### config.mk
export PLATFORM = sky130hd
export DESIGN_NAME = execution_monitor
export DESIGN_NICKNAME = d
export VERILOG_FILES = /design/src/rtl/exec_monitor_pkg.sv /design/src/rtl/execution_monitor_sat_counter.sv /design/src/rtl/execution_monitor.sv
export SDC_FILE = /design/constraint.sdc
export NUM_CORES = 1
export LEC_CHECK = 0
export ABC_AREA = 1
export ABC_CLOCK_PERIOD_IN_PS = 3000
export CAP_MARGIN = 5
export CORE_MARGIN = 10
export CORE_UTILIZATION = 53
export CTS_BUF_LIST = sky130_fd_sc_hd__clkbuf_4 sky130_fd_sc_hd__clkbuf_8
export CTS_CLUSTER_SIZE = 10
export DETAILED_ROUTE_END_ITERATION = 16
export PLACE_DENSITY = 0.82
export SYNTH_ARGS = -nofsm -noshare
export SYNTH_HDL_FRONTEND = slang
export SYNTH_SLANG_ARGS = --single-unit
### constraint.sdc
create_clock -name clock -period 3 [get_ports clock]
set_input_delay 0.45 -clock clock [delete_from_list [all_inputs] [get_ports clock]]
set_output_delay 0.45 -clock clock [all_outputs]
set_load 0.05 [all_outputs]
### src/rtl/exec_monitor_pkg.sv
// exec_monitor_pkg: shared FSM state type and default parameters for execution_monitor
package exec_monitor_pkg;
    typedef enum logic [1:0] {IDLE, RUN, HALTED, TIMEOUT} mon_state_t;
    localparam int DEF_PC_WIDTH       = 16;
    localparam int DEF_STATE_WIDTH    = 3;
    localparam int DEF_FETCH_STATE    = 0;
    localparam int DEF_STALL_CYCLES   = 5;
    localparam int DEF_TIMEOUT_CYCLES = 1000;
    localparam int DEF_COUNT_WIDTH    = 32;
endpackage

### src/rtl/execution_monitor_sat_counter.sv
// sat_counter: up-counter with synchronous clear that sticks at all-ones
module sat_counter #(
    parameter int WIDTH = 32
) (
    input  logic             clock,
    input  logic             reset_n,
    input  logic             clear,
    input  logic             enable,
    output logic [WIDTH-1:0] count
);
    always_ff @(posedge clock or negedge reset_n)
        if (!reset_n)
            count <= '0;
        else if (clear)
            count <= '0;
        else if (enable && count != '1)
            count <= count + 1'b1;
endmodule

### src/rtl/execution_monitor.sv
// execution_monitor: watches a CPU's pc/state, gathers run statistics and flags halts or timeouts
module execution_monitor
    import exec_monitor_pkg::*;
#(
    parameter int PC_WIDTH       = DEF_PC_WIDTH,
    parameter int STATE_WIDTH    = DEF_STATE_WIDTH,
    parameter int FETCH_STATE    = DEF_FETCH_STATE,
    parameter int STALL_CYCLES   = DEF_STALL_CYCLES,
    parameter int TIMEOUT_CYCLES = DEF_TIMEOUT_CYCLES,
    parameter int COUNT_WIDTH    = DEF_COUNT_WIDTH
) (
    input  logic                   clock,
    input  logic                   reset_n,
    input  logic                   start,
    input  logic [PC_WIDTH-1:0]    pc,
    input  logic [STATE_WIDTH-1:0] cpu_state,
    input  logic                   mem_write,
    output logic                   running,
    output logic                   done,
    output logic                   halted,
    output logic                   timed_out,
    output logic [PC_WIDTH-1:0]    halt_pc,
    output logic [COUNT_WIDTH-1:0] cycle_count,
    output logic [COUNT_WIDTH-1:0] instr_count,
    output logic [COUNT_WIDTH-1:0] write_count
);
    mon_state_t             state;
    logic [PC_WIDTH-1:0]    prev_pc;
    logic [STATE_WIDTH-1:0] prev_state;
    logic                   prev_valid;
    logic [7:0]             stall_cnt;
    logic in_run, accept, is_fetch, stall, halt_hit, timeout_hit;

    assign in_run      = state == RUN;
    assign accept      = start && !in_run;
    assign is_fetch    = cpu_state == STATE_WIDTH'(FETCH_STATE);
    assign stall       = in_run && is_fetch && prev_valid && pc == prev_pc;
    assign halt_hit    = stall && stall_cnt == 8'(STALL_CYCLES - 1);
    // compared one ahead so the transition edge is the one where cycle_count reaches the limit
    assign timeout_hit = in_run && (64'(cycle_count) + 64'd1 >= 64'(TIMEOUT_CYCLES));

    always_ff @(posedge clock or negedge reset_n)
        if (!reset_n) begin
            prev_pc    <= '0;
            prev_state <= '0;
            prev_valid <= 1'b0;
        end else begin
            prev_pc    <= pc;
            prev_state <= cpu_state;
            prev_valid <= !accept;
        end

    always_ff @(posedge clock or negedge reset_n)
        if (!reset_n) begin
            state     <= IDLE;
            running   <= 1'b0;
            done      <= 1'b0;
            halted    <= 1'b0;
            timed_out <= 1'b0;
            halt_pc   <= '0;
            stall_cnt <= '0;
        end else begin
            done <= 1'b0;
            if (accept) begin
                state     <= RUN;
                running   <= 1'b1;
                halted    <= 1'b0;
                timed_out <= 1'b0;
                halt_pc   <= '0;
                stall_cnt <= '0;
            end else if (in_run) begin
                stall_cnt <= stall ? stall_cnt + 8'd1 : 8'd0;
                if (halt_hit) begin
                    state   <= HALTED;
                    running <= 1'b0;
                    halted  <= 1'b1;
                    halt_pc <= pc;
                    done    <= 1'b1;
                end else if (timeout_hit) begin
                    state     <= TIMEOUT;
                    running   <= 1'b0;
                    timed_out <= 1'b1;
                    done      <= 1'b1;
                end
            end
        end

    sat_counter #(.WIDTH(COUNT_WIDTH)) u_cycle (
        .clock(clock), .reset_n(reset_n), .clear(accept), .enable(in_run), .count(cycle_count)
    );
    sat_counter #(.WIDTH(COUNT_WIDTH)) u_instr (
        .clock(clock), .reset_n(reset_n), .clear(accept),
        .enable(in_run && is_fetch && prev_state != STATE_WIDTH'(FETCH_STATE)), .count(instr_count)
    );
    sat_counter #(.WIDTH(COUNT_WIDTH)) u_write (
        .clock(clock), .reset_n(reset_n), .clear(accept), .enable(in_run && mem_write), .count(write_count)
    );
endmodule

# Word-level counts from Yosys, hierarchy flattened
# Cells that the tools add are included.
# word_totals
ram_bits,0
out_inout_bits,116
input_bits,23
regBits,146
wordCells,82
rom_bits,0
latchBits,0
memories,0
# classes
shift,0
div_mod_pow,0
n_reduce_logical,25
eq_ne,7
addsub,5
order_cmp,1
mul,0
n_mux,31
bitwise,0
# op_table
op,count
32-bit 2-to-1 mux,6
"32-bit by 1-bit adder with 32-bit output, second input constant",3
"32-bit inequality test, second input constant",3
16-bit 2-to-1 mux,3
"32-bit by 1-bit adder with 33-bit output, second input constant",1
"33-bit by 10-bit >= comparator with 1-bit output, second input constant",1
8-bit 2-to-1 mux,3
16-bit equality test,1
1-bit 2-to-1 mux,15
2-bit nonzero test,6
1-bit logical AND,11
"8-bit by 1-bit adder with 8-bit output, second input constant",1
"8-bit by 3-bit equality test with 1-bit output, second input constant",1
2-bit 2-to-1 mux,4
3-bit nonzero test,2
2-bit AND reduction,2
3-bit logical NOT,1
3-bit AND reduction,1
"2-bit by 1-bit equality test with 1-bit output, second input constant",1
1-bit logical NOT,2
"2-bit inequality test, second input constant",1

# Longest topological paths before layout
# Gate-level depths: netlist (run 1).
# logic_depth
ltp_word,8
ltp_mapped,17
ltp_nobuf,17

# Hierarchy
# A second synthesis (run 1) with hierarchy kept.
# hier_totals
hier_cells,1500
area_unflattened_um2,9950.8
# modules_own_cells
module,cells_per_inst,instances,area_per_inst_um2,seq_area_each_um2
sat_counter,345,3,2243.4,800.8
execution_monitor,465,1,3220.6,1251.2

# Worst setup path before layout (run 1)
# OpenSTA, ideal clock, no wires.
# synth_path
path_type,reg-to-reg
startpoint,reg u_cycle.count[0]
endpoint,reg state[1]
synth_period_minus_slack_ns,2.343
setup_time_ns,0.132
path_slack_ns,0.657
arrival_time_ns,2.211
stages_incl_launch_ff,15
n_path_buf,0
cell_sequence,dfrtp_1 > ha_1 > nand2_2 > nor2_4 > nand2_4 > nor2_8 > nand3_1 > nand2_1 > nand2_1 > nor2_1 > nand2_1 > nor2_1 > nand2_1 > nand2_2 > o211ai_1
# synth_via
elab_chain_cells,5
# synth_lines
element,line_no,rtl
"start, declared",execution_monitor_sat_counter.sv:9,output logic [WIDTH-1:0] count
"start signal, assigned",execution_monitor_sat_counter.sv:17,count <= count + 1'b1;
32-bit by 1-bit adder with 33-bit output,execution_monitor.sv:40,assign timeout_hit = in_run && (64'(cycle_count) + 64'd1 >= 64'(TIMEOUT_CYCLES));
33-bit by 10-bit >= comparator with 1-bit output,execution_monitor.sv:40,
1-bit logical AND,execution_monitor.sv:40,
3-bit nonzero test (no line),--,
2-bit AND reduction (no line),--,
"end signal, assigned",execution_monitor.sv:55,state <= IDLE;
"end signal, assigned",execution_monitor.sv:65,state <= RUN;
"end signal, assigned",execution_monitor.sv:74,state <= HALTED;
"end, declared",execution_monitor.sv:27,mon_state_t state;
# Every way passes these cells.
# A chain may end at the register's enable or synchronous reset.

# Final worst setup path (run 1)
# layout_path
startpoint,reg u_instr.count[21]
endpoint,reg u_instr.count[1]
# layout_via
elab_chain_cells,3
# layout_lines
element,line_no,rtl
"start, declared",execution_monitor_sat_counter.sv:9,
"start signal, assigned",execution_monitor_sat_counter.sv:17,
32-bit inequality test,execution_monitor_sat_counter.sv:16,else if (enable && count != '1)
1-bit logical AND,execution_monitor_sat_counter.sv:16,
2-bit nonzero test (no line),--,
# Every way passes these cells.

==> results of run 1 <==
-- logic make-up (layout without fill, tap and decap cells) --
| kind of cell | count (synthesis) | count (layout) |
|---|---|---|
| other | 0 | 1 |
| DFF | 146 | 146 |
| and+or+nand+nor | 588 | 588 |
| AOI/OAI and AO/OA | 150 | 150 |
| adders and majority gates | 5 | 5 |
| buffers and inverters | 164 | 328 |
| xor gates and xnor gates | 43 | 43 |
-- repair_timing --
action                                 CTS  global route
endpoints found under the hold margin   32             0
setup endpoints to repair                0             0
hold buffers                             1             0
-- critical path, cell delays in order, from the launching register on --
cell     delay, ns
dfrtp_1       0.46
nand2_1       0.17
nor3_2        0.21
nand2_1       0.09
nor2_1        0.16
nand4_1       0.12
nand2_2       0.33
inv_1         0.24
nor2_4        0.35
inv_1         0.14
o21ai_0       0.17
-- through the flow --
step / worst slack, ns / hold slack (ns)
finish: 0.476 / 0.464
global route: 0.251 / 0.440
CTS: 0.504 / 0.438
detailed placement: 0.288 / 0.484
global placement: 0.384 / 0.477
floorplan: 0.657 / 0.154
-- final cells by class --
type | instances | area, um^2
Antenna cell | 1 | 2.50
Clock buffer | 18 | 248
Clock inverter | 13 | 209
Fill cell | 1261 | 4850
Inverter | 147 | 554
Multi-Input combinational cell | 786 | 3990
Sequential cell | 146 | 3650
Tap cell | 211 | 264
Timing Repair Buffer | 150 | 1490
-- worst max-delay path by stage --
stage                        to  slack (ns)  depth (start not counted)
2_1_floorplan          state[1]        0.66                         14
3_3_place_gp         halt_pc[0]        0.38                          8
3_5_place_dp        halt_pc[12]        0.29                          8
4_1_cts        u_instr.count[1]        0.50                         10
5_1_grt        u_instr.count[6]        0.25                         10
6_report       u_instr.count[1]        0.48                         10
-- cells in the final DEF, fill, tap and decap left out, types with 2 or more instances in the layout --
cell	n
nand4_1	37
a31oi_1	2
nor2_2	6
xnor2_1	9
inv_2	2
o21ai_0	60
inv_1	144
nand3_1	41
nand2_2	4
clkdlybuf4s50_1	137
clkbuf_8	18
buf_4	10
clkinv_4	4
o22ai_2	4
clkinv_2	3
nor3_1	35
nand2_1	290
nor2_8	2
ha_1	5
nand2_4	3
o21a_1	5
a22o_1	9
nor2_1	136
xor2_1	34
nor2_4	5
nor4_1	17
nand3b_1	3
bufinv_16	5
o31ai_1	18
or2_2	3
dfrtp_1	146
a21oi_1	27
o22ai_1	18
-- registers in the layout, indices dropped and copies added (netlist names), 2 cells and up --
name / count
stall_cnt: 8
u_instr.count: 32
u_cycle.count: 32
prev_state: 3
prev_pc: 16
state: 2
halt_pc: 16
u_write.count: 32
-- power by group through the flow --
stage	combinational [mW]	sequential, mW	clock, mW
2_1_floorplan	0.922	2.50	0
6_report	1.69	2.21	1.79
5_1_grt	1.84	2.23	1.89
4_1_cts	1.69	2.21	1.82
3_3_place_gp	1.66	2.24	0
3_5_place_dp	1.68	2.25	0
-- layer usage --
metal  vias up  share of wire
met5         -              0
met4         0          0.013
met3        25          0.076
met2       309           0.47
met1      3727           0.44
li1       3901              -
==> impl_results.md, run 1 <==
- Clock Latency Late Sink: about 0.46 ns
- Placed Area: ~10000 um^2
- Starting density of the core: 0.544
- Final Hold Vio Count: 0
- Post-synth EDFFs: 0
- Count leader, synth: nand2_1
- # clock sinks: between 100 and 150
- MaxCap Viol Count: 0
- CTS Buf Count: 17
- Hold depth: 1
- RSZ-0062 raised after global routing: no
- Combinational family with the most area after synthesis: simple AND/OR/NAND/NOR gates
- Met1 track demand over resource: 0.273
- Placed wire-length estimate: ~17000 um
- Post-synthesis simple-gate area fraction: 0.317
- Synthesized area: about 8300 um^2
- CP endpoint kind: flop
- CP startpoint: u_instr.count[21]
- Total core area: about 15000 um^2
- Area leader, netlist: dfrtp_1
- Nets: approximately 1300
- Std-Cell Rows: 45
- Antenna violations before repair: 1
- Max FO, Critical Path: 18
- Die area: approximately 21000 um^2
- Commonest cells post-synth: nand2_1, dfrtp_1, inv_1, nor2_1, o21ai_0
- Hold EP: prev_pc[5]
- Reg2reg end: u_instr.count[1]
- First-pass iteration count of the detailed router: 5
- Synth unique cells: between 40 and 50
- Gate power share: 0.297
- Synth-to-Final Area Change: 25.3%
- Register area share after synthesis: 0.440
- Die height: about 150 um
- Main synth FF type: dfrtp_1
- DRC viols: 0
- Sw frac: 0.376
- Fin Setup TNS: 0 ns
- Grt peak-use layer: met2
- Routed WL: 23100 um
- Total number of vias: roughly 8000
- Post-CTS Setup Repair Bufs: 0
- Finished Cell Area: between 10000 and 15000 um^2
- Reg2reg start: u_instr.count[21]
- Final core occ: 0.682
- Data arrival time of the critical path: a little under 3 ns
- Min cycle time layout: approximately 2.5 ns
- DR vias/cell: around 5.4
- Max clock buf depth: 2
- Internal: around 3.6 mW
- Vias in the first global route: slightly below 8000
- Setup Skew: 0.0134 ns
- GR Util met2: 0.347
- Io pins: roughly 140
- Fin crit share: 0.841
- DR iter-0 viols: approximately 740
- WL/cell: around 16 um
- Syn_nets: approximately 1100
- First-pass GRT wire length: 38100 um
- # setup viols final: 0
- Adder-Cell Fraction of Synth Area: 0.00753
- CTS tree: built
- Die width: roughly 150 um
- Top cell type's share of synthesized area: 0.440
- Switch Pwr: between 2 and 2.5 mW
- Finished Layout Cells: 1472
- Largest net degree at the start of global routing: 66
- Synth Register Bits: approximately 150
- Clock Power Share: 0.315
- Max Clock Freq: 0.396 GHz
- LEAKAGE: between 4 and 5 nW
- Gr ovfl total: 0
- PortBufs: ~140
- CP Launch Type: flop
- Layout cells sized above 1: 0.0635
- Async SR Flop Fraction: 1.00
- Grt met3 use: 0.0612
- Syn_area_per_cell: 7.58 um^2
- PostCTS Resize Cnt: 0
- Placed insts: around 1400
- Mux share of post-synthesis cell area: 0
- Pwr Total: 5.69 mW
- R2R cell count: 10
- Headroom to the max-slew limit: 0.485
- Synthesis warning total: 0
- Gate Count Post-Synth: about 1100
- Worst-margin pin slew: roughly 0.77 ns
- Min-delay src: pc[5]
- Most area-consuming cells after synthesis: dfrtp_1, nand2_1, inv_1, nor2_1, o21ai_0
- Reg2Reg Setup Slack: around 0.48 ns
- ANT nets after route: 0
- H-tree Lvls: 4
- Final Slew Violations: 0
- Result of the run: completed
- Total GRT Usage: 0.215
- CTS clk-pin slew, worst paths: 0.09 ns
- Critical Path RT: around 3.4 ns
- Post-synthesis xor/xnor area fraction: 0.0454
- Sequential Power Share: 0.389
- Routability cong.: 0.933
- Peak VDD IR: roughly 0.0006 V
- Compound-Gate Fraction of Synth Area: 0.111
- Hold WC Path Type: in -> reg
- CTS root buf: clkbuf_8
- PD cells: 547 nW/um^2
- Crit path kind: reg -> reg
No activity file was read; power rests on OpenSTA's default activity.
==> inputs of run 2 (changes only) <==
--- a/config.mk
+++ b/config.mk
@@ -6,7 +6,7 @@
 export NUM_CORES = 1
 export LEC_CHECK = 0
 export ABC_AREA = 1
-export ABC_CLOCK_PERIOD_IN_PS = 3000
+export ABC_CLOCK_PERIOD_IN_PS = 2600
 export CAP_MARGIN = 5
 export CORE_MARGIN = 10
 export CORE_UTILIZATION = 53
==> constraint.sdc (replaced) <==
create_clock -name clock -period 2.6 [get_ports clock]
set_input_delay 0.39 -clock clock [delete_from_list [all_inputs] [get_ports clock]]
set_output_delay 0.39 -clock clock [all_outputs]
set_load 0.05 [all_outputs]
==> impl_results.md, run 2 (synthesized netlist as in run 1, its figures left out) <==
- Result of the run: completed (unchanged)
- Fin crit share: 0.908 (was 0.841)
- First-pass GRT wire length: 38200 um (was 38100 um)
- RSZ-0062 raised after global routing: no (unchanged)
- Crit path cell chain: ha_1, nand2_2, nor2_4, nand3_1, nor2_1, xor2_1, nand2_1, nor2_1, nand2_1, nor2_1, nand2_1, nand2_2, o211ai_1 (was nand2_1, nor3_2, nand2_1, nor2_1, nand4_1, nand2_2, inv_1, nor2_4, inv_1, o21ai_0)
- CP peak stage delay: 0.44 ns (was 0.46 ns)
- Max Clock Freq: 0.423 GHz (was 0.396 GHz)
- DR vias/cell: 5.41 (about the same)
- First-pass iteration count of the detailed router: 5 (unchanged)
- Placed wire-length estimate: 17000 um (was 17100 um)
- CP Launch Type: flop (unchanged)
- Clock Latency Late Sink: 0.46 ns (about the same)
- Total number of vias: 8016 (was 7962)
- PostCTS Resize Cnt: 0 (unchanged)
- Total GRT Usage: 0.215 (about the same)
- Fin Setup TNS: 0 ns (unchanged)
- Peak VDD IR: 0.000428 V (was 0.000602 V)
- # clock sinks: 146 (unchanged)
- Final Hold Vio Count: 0 (unchanged)
- Worst path bufs/invs: 0 (was 2)
- Final Slew Violations: 0 (unchanged)
- Die area: 21100 um^2 (unchanged)
- Post-Place Setup Slack: 0.152 ns (was 0.288 ns)
- Hold WC Path Type: in -> reg (unchanged)
- Headroom to the max-slew limit: 0.504 (was 0.485)
- Post-CTS Setup Repair Bufs: 0 (unchanged)
- LEAKAGE: 4.42 nW (was 4.41 nW)
- Die height: 145 um (unchanged)
- H-tree Lvls: 4 (unchanged)
- Layout cells sized above 1: 0.0701 (was 0.0635)
- Gr ovfl total: 0 (unchanged)
- Die width: 145 um (unchanged)
- Largest net degree at the start of global routing: 49 (was 66)
- DR iter-0 viols: 724 (was 737)
- WHS: 0.394 ns (was 0.464 ns)
- Final Worst Setup Slack: 0.239 ns (was 0.476 ns)
- Starting density of the core: 0.544 (unchanged)
- CP startpoint: u_cycle.count[0] (was u_instr.count[21])
- CTS Buf Count: 17 (unchanged)
- Critical Path RT: 2.92 ns (was 3.38 ns)
- CTS clk-pin slew, worst paths: 0.08 ns (was 0.09 ns)
- Io pins: 139 (unchanged)
- Commonest cells after routing, fill and taps aside: nand2_1, dfrtp_1, inv_1 (unchanged)
- # setup viols final: 0 (unchanged)
- Synth-to-Final Area Change: 25.3% (about the same)
- Biggest regs: u_cycle.count (32), u_instr.count (32), u_write.count (32) (unchanged)
- Vias in the first global route: 7722 (was 7707)
- WL/cell: 15.3 um (was 15.7 um)
- Crit path kind: reg -> reg (unchanged)
- Max clock buf depth: 2 (unchanged)
- Data arrival time of the critical path: 2.68 ns (was 2.90 ns)
- ANT nets after route: 0 (unchanged)
- Min-delay src: pc[5] (unchanged)
- Antenna violations before repair: 0 (was 1)
- Routability cong.: 0.945 (was 0.933)
- MaxCap Viol Count: 0 (unchanged)
- Min cycle time layout: 2.36 ns (was 2.52 ns)
- Routed WL: 22600 um (was 23100 um)
- PortBufs: 138 (unchanged)
- Commonest non-fill, non-tap cell in the layout: nand2_1 (unchanged)
- PD cells: 607 nW/um^2 (was 547 nW/um^2)
- Max FO, Critical Path: 7 (was 18)
- CTS tree: built (unchanged)
- Delay-heaviest family, CP: simple AND/OR/NAND/NOR gates (unchanged)
- CTS root buf: clkbuf_8 (unchanged)
- Setup Skew: 0.00863 ns (was 0.0134 ns)
- DRC viols: 0 (unchanged)
- CP endpoint kind: flop (unchanged)
- Worst-margin pin slew: 0.743 ns (was 0.772 ns)
- Final core occ: 0.682 (about the same)
- Slowest-stage cell, CP: dfrtp_1 (unchanged)
- Std-Cell Rows: 45 (unchanged)
- CTS Hold Bufs: 1 (unchanged)
- Nets: 1284 (was 1276)
- Reg2reg start: u_cycle.count[0] (was u_instr.count[21])
- Total core area: 15300 um^2 (unchanged)
## run 2: cell types whose count changed in the layout (fill, tap and decap cells not counted)
cell | previous run | this run
clkinv_2 | 3 | 5
clkbuf_8 | 18 | 19
bufinv_16 | 5 | 2
inv_6 | 1 | 0
clkbuf_4 | 0 | 3
clkinv_4 | 4 | 1
buf_4 | 10 | 18
clkinvlp_4 | 0 | 2
## run 2: area by class of cell
cell class	instances	area, um^2
flip-flops and latches	146	3650
diodes	1	2.50
fillers	1284	4860
inverters	147	554
clock buffers	22	284
multi-input cells	786	3990
well taps	211	264
repair buffers	158	1550
clock inverters	10	109
## run 2: worst paths after layout
check,slack (ns),end,depth (start not counted)
worst max-delay path,0.24,state[1],13
worst min-delay path,0.39,prev_pc[5],1
worst max register to register,0.24,state[1],13
worst min register to register,0.50,halt_pc[3],2
max in group asynchronous,1.44,halt_pc[11],3
min in group asynchronous,0.42,u_instr.count[26],2
## run 2: metrics by stage
| stage | power, mW | instances | cell area, um^2 |
|---|---|---|---|
| finish | 6.32 | 1481 | 10400 |
| global route | 6.63 | 1480 | 10400 |
| CTS | 6.34 | 1480 | 10400 |
| detailed placement | 4.56 | 1447 | 10000 |
| global placement | 4.53 | 1447 | 10000 |
| floorplan | 3.95 | 1096 | 8300 |
## run 2: worst register-to-register path, cell delays in order, from the launching register on
cell and delay (ns):
dfrtp_1 0.44, ha_1 0.22, nand2_2 0.09, nor2_4 0.19, nand3_1 0.15, nor2_1 0.18, xor2_1 0.21, nand2_1 0.08
nor2_1 0.12, nand2_1 0.09, nor2_1 0.10, nand2_1 0.11, nand2_2 0.15, o211ai_1 0.11
## run 2: per-layer routing
layer | wire, um | up-vias | GRT usage
li1 | - | 3908 | -
met1 | 9830 | 3762 | 0.270
met2 | 10700 | 314 | 0.351
met3 | 1800 | 32 | 0.0618
met4 | 349 | 0 | 0.0632
met5 | 0 | - | 0
## run 2: report_power, final
group	internal, mW	switching, mW	leakage [nW]
logic	0.541	1.44	2.24
clock network	0.927	0.861	0.203
registers	2.41	0.145	1.98
total	3.87	2.44	4.42
==> inputs of run 3 (changes only) <==
--- a/config.mk
+++ b/config.mk
@@ -13,7 +13,9 @@
 export CTS_BUF_LIST = sky130_fd_sc_hd__clkbuf_4 sky130_fd_sc_hd__clkbuf_8
 export CTS_CLUSTER_SIZE = 10
 export DETAILED_ROUTE_END_ITERATION = 16
-export PLACE_DENSITY = 0.82
+export PLACE_DENSITY = 0.8
+export SLEW_MARGIN = 20
 export SYNTH_ARGS = -nofsm -noshare
 export SYNTH_HDL_FRONTEND = slang
+export SYNTH_HIERARCHICAL = 1
 export SYNTH_SLANG_ARGS = --single-unit
==> impl_results.md, run 3 <==
- Nets: 1677 (was 1284)
- CP endpoint kind: output pin (was flop)
- Gr ovfl total: 0 (unchanged)
- CP Launch Type: flop (unchanged)
- Die area: 24700 um^2 (was 21100 um^2)
- GR Util met2: 0.365 (was 0.351)
- MaxCap Viol Count: 0 (unchanged)
- Register area share after synthesis: 0.367 (was 0.440)
- CP startpoint: u_cycle/count[22] (was u_cycle.count[0])
- Synth-to-Final Area Change: 20.5% (was 25.3%)
- Placed Area: 11600 um^2 (was 10000 um^2)
- Main synth FF type: dfrtp_1 (unchanged)
- Critical Path RT: 2.21 ns (was 2.92 ns)
- Final Slew Violations: 0 (unchanged)
- Syn_nets: 1528 (was 1124)
- Die width: 157 um (was 145 um)
- Antenna violations before repair: 0 (unchanged)
- Grt peak-use layer: met2 (unchanged)
- Internal: 4.09 mW (was 3.87 mW)
- First-pass iteration count of the detailed router: 5 (unchanged)
- Std-Cell Rows: 50 (was 45)
- Sequential Power Share: 0.399 (was 0.404)
- Placed wire-length estimate: 20500 um (was 17000 um)
- Min-delay src: pc[4] (was pc[5])
- PD cells: 600 nW/um^2 (was 607 nW/um^2)
- # setup viols final: 0 (unchanged)
- # clock sinks: 146 (unchanged)
- Layout cells sized above 1: 0.0788 (was 0.0701)
- Finished Cell Area: 12000 um^2 (was 10400 um^2)
- Fin Setup TNS: 0 ns (unchanged)
- Clock Power Share: 0.256 (was 0.283)
- PortBufs: 138 (unchanged)
- Async SR Flop Fraction: 1.00 (unchanged)
- Max clock buf depth: 2 (unchanged)
- Synth Register Bits: 146 (unchanged)
- ANT nets after route: 0 (unchanged)
- Final Worst Setup Slack: 0.209 ns (was 0.239 ns)
- WL/cell: 14.9 um (was 15.3 um)
- CP peak stage delay: 0.90 ns (was 0.44 ns)
- CTS clk-pin slew, worst paths: 0.10 ns (was 0.08 ns)
- RSZ-0062 raised after global routing: no (unchanged)
- DR vias/cell: 5.40 (was 5.41)
- Worst-margin pin slew: 0.757 ns (was 0.743 ns)
- Final Hold Vio Count: 0 (unchanged)
- Synthesis warning total: 6 (was 0)
- Biggest regs: u_cycle/count (32), u_instr/count (32), u_write/count (32) (was u_cycle.count (32), u_instr.count (32), u_write.count (32))
- Synthesized area: 9950 um^2 (was 8300 um^2)
- Gate Count Post-Synth: 1500 (was 1096)
- Post-Place Setup Slack: 0.230 ns (was 0.152 ns)
- Sw frac: 0.431 (was 0.387)
- Total number of vias: 10200 (was 8016)
- Fin crit share: 0.920 (was 0.908)
- H-tree Lvls: 4 (unchanged)
- Result of the run: completed (unchanged)
- Data arrival time of the critical path: 2.00 ns (was 2.68 ns)
- CTS tree: built (unchanged)
- Total GRT Usage: 0.232 (was 0.215)
- Switch Pwr: 3.10 mW (was 2.44 mW)
- DR iter-0 viols: 844 (was 724)
- Routed WL: 28300 um (was 22600 um)
- Met1 track demand over resource: 0.303 (was 0.270)
- Setup Skew: 0.0193 ns (was 0.00863 ns)
- CTS root buf: clkbuf_8 (unchanged)
- Post-synth EDFFs: 0 (unchanged)
- Headroom to the max-slew limit: 0.496 (was 0.504)
- Clock Latency Late Sink: 0.46 ns (about the same)
- Reg2reg start: u_cycle/count[1] (was u_cycle.count[0])
- Io pins: 139 (unchanged)
- Synth unique cells: 40 (was 45)
- Worst path bufs/invs: 1 (was 0)
- Min cycle time layout: 2.39 ns (was 2.36 ns)
- Max Clock Freq: 0.418 GHz (was 0.423 GHz)
- Die height: 157 um (was 145 um)
- Hold WC Path Type: in -> reg (unchanged)
- Final core occ: 0.645 (was 0.682)
- Most area-consuming cells after synthesis: dfrtp_1, nand2_1, nor2_1, nand3_1, inv_1 (was dfrtp_1, nand2_1, inv_1, nor2_1, o21ai_0)
- Gate power share: 0.345 (was 0.313)
- Starting density of the core: 0.536 (was 0.544)
- Syn_area_per_cell: 6.63 um^2 (was 7.58 um^2)
- # diodes: 0 (was 1)
- Largest net degree at the start of global routing: 59 (was 49)
- Commonest cells after routing, fill and taps aside: nand2_1, nor2_1, dfrtp_1 (was nand2_1, dfrtp_1, inv_1)
- First-pass GRT wire length: 46900 um (was 38200 um)
- Peak VDD IR: 0.000611 V (was 0.000428 V)
- DRC viols: 0 (unchanged)
- Crit path cell chain: clkdlybuf4s50_1 (was ha_1, nand2_2, nor2_4, nand3_1, nor2_1, xor2_1, nand2_1, nor2_1, nand2_1, nor2_1, nand2_1, nand2_2, o211ai_1)
- Grt met3 use: 0.0614 (was 0.0618)
- Area leader, netlist: dfrtp_1 (unchanged)
- Crit path kind: reg -> out (was reg -> reg)
- Commonest non-fill, non-tap cell in the layout: nand2_1 (unchanged)
- CTS Buf Count: 17 (unchanged)
- Top cell type's share of synthesized area: 0.367 (was 0.440)
- Count leader, synth: nand2_1 (unchanged)
- Slowest-stage cell, CP: clkdlybuf4s50_1 (was dfrtp_1)
- Vias in the first global route: 9582 (was 7722)
- LEAKAGE: 5.47 nW (was 4.42 nW)
- Delay-heaviest family, CP: buffers and inverters (was simple AND/OR/NAND/NOR gates)
- Max FO, Critical Path: 11 (was 7)
- Routability cong.: 0.913 (was 0.945)
- Commonest cells post-synth: nand2_1, nor2_1, dfrtp_1, inv_1, nand3_1 (was nand2_1, dfrtp_1, inv_1, nor2_1, o21ai_0)
- Total core area: 18600 um^2 (was 15300 um^2)
## run 3: cell count changes after synthesis, sizes merged, moves of 17 or more
cell,change
o22ai,-22
nand2,+290
nor3,-28
nor2,+105
nand3,+93
o31ai,-17
## run 3: cell families (layout without fill, tap and decap cells)
logic type               count (synthesis)  count (layout)  synth area share
AO/OA/AOI/OAI                           85              85            0.0460
XOR/XNOR                                41              41            0.0361
adder cells (fa/ha/maj)                  5               5           0.00629
buffers and inverters                  176             338            0.0764
flip-flops                             146             146             0.367
AND/OR/NAND/NOR                       1047            1047             0.468
## run 3: power groups by stage
stage / clock network, mW / logic (mW) / registers, mW
2_1_floorplan: 0 / 1.03 / 3.54
3_5_place_dp: 0 / 2.48 / 2.92
3_3_place_gp: 0 / 2.45 / 2.91
4_1_cts: 1.88 / 2.49 / 2.88
6_report: 1.84 / 2.48 / 2.87
5_1_grt: 1.98 / 2.68 / 2.92
## run 3: path summary, 6_finish.rpt
check	to	slack (ns)	cells past startpoint
max in group asynchronous	halt_pc[7]	1.41	3
worst max-delay path	cycle_count[22]	0.21	1
worst max register to register	u_cycle/count[26]	0.33	11
worst min register to register	halted	0.49	2
worst min-delay path	prev_pc[4]	0.38	1
min in group asynchronous	u_instr/count[25]	0.47	2
## run 3: cell type report
cell class | instances | area [um^2]
flip-flops and latches | 146 | 3650
inverters | 148 | 556
repair buffers | 158 | 1550
clock buffers | 19 | 255
multi-input cells | 1178 | 5550
fillers | 1722 | 6590
clock inverters | 13 | 139
well taps | 234 | 293
## run 3: what timing repair did
action | CTS | global route
hold buffers | 1 | 0
setup buffers | 0 | 0
endpoints found under the hold margin | 55 | 0
gates resized for setup | 0 | 0
## run 3: stage by stage
stage,power (mW),hold WS (ns),instances
floorplan,4.57,0.0944,1500
global placement,5.35,0.406,1863
detailed placement,5.40,0.409,1863
CTS,7.25,0.353,1896
global route,7.58,0.342,1896
finish,7.20,0.379,1896
## run 3: metal layers
layer | wire, um | up-vias
li1 | - | 5050
met1 | 12400 | 4730
met2 | 13100 | 420
met3 | 2350 | 47
met4 | 519 | 0
met5 | 0 | -
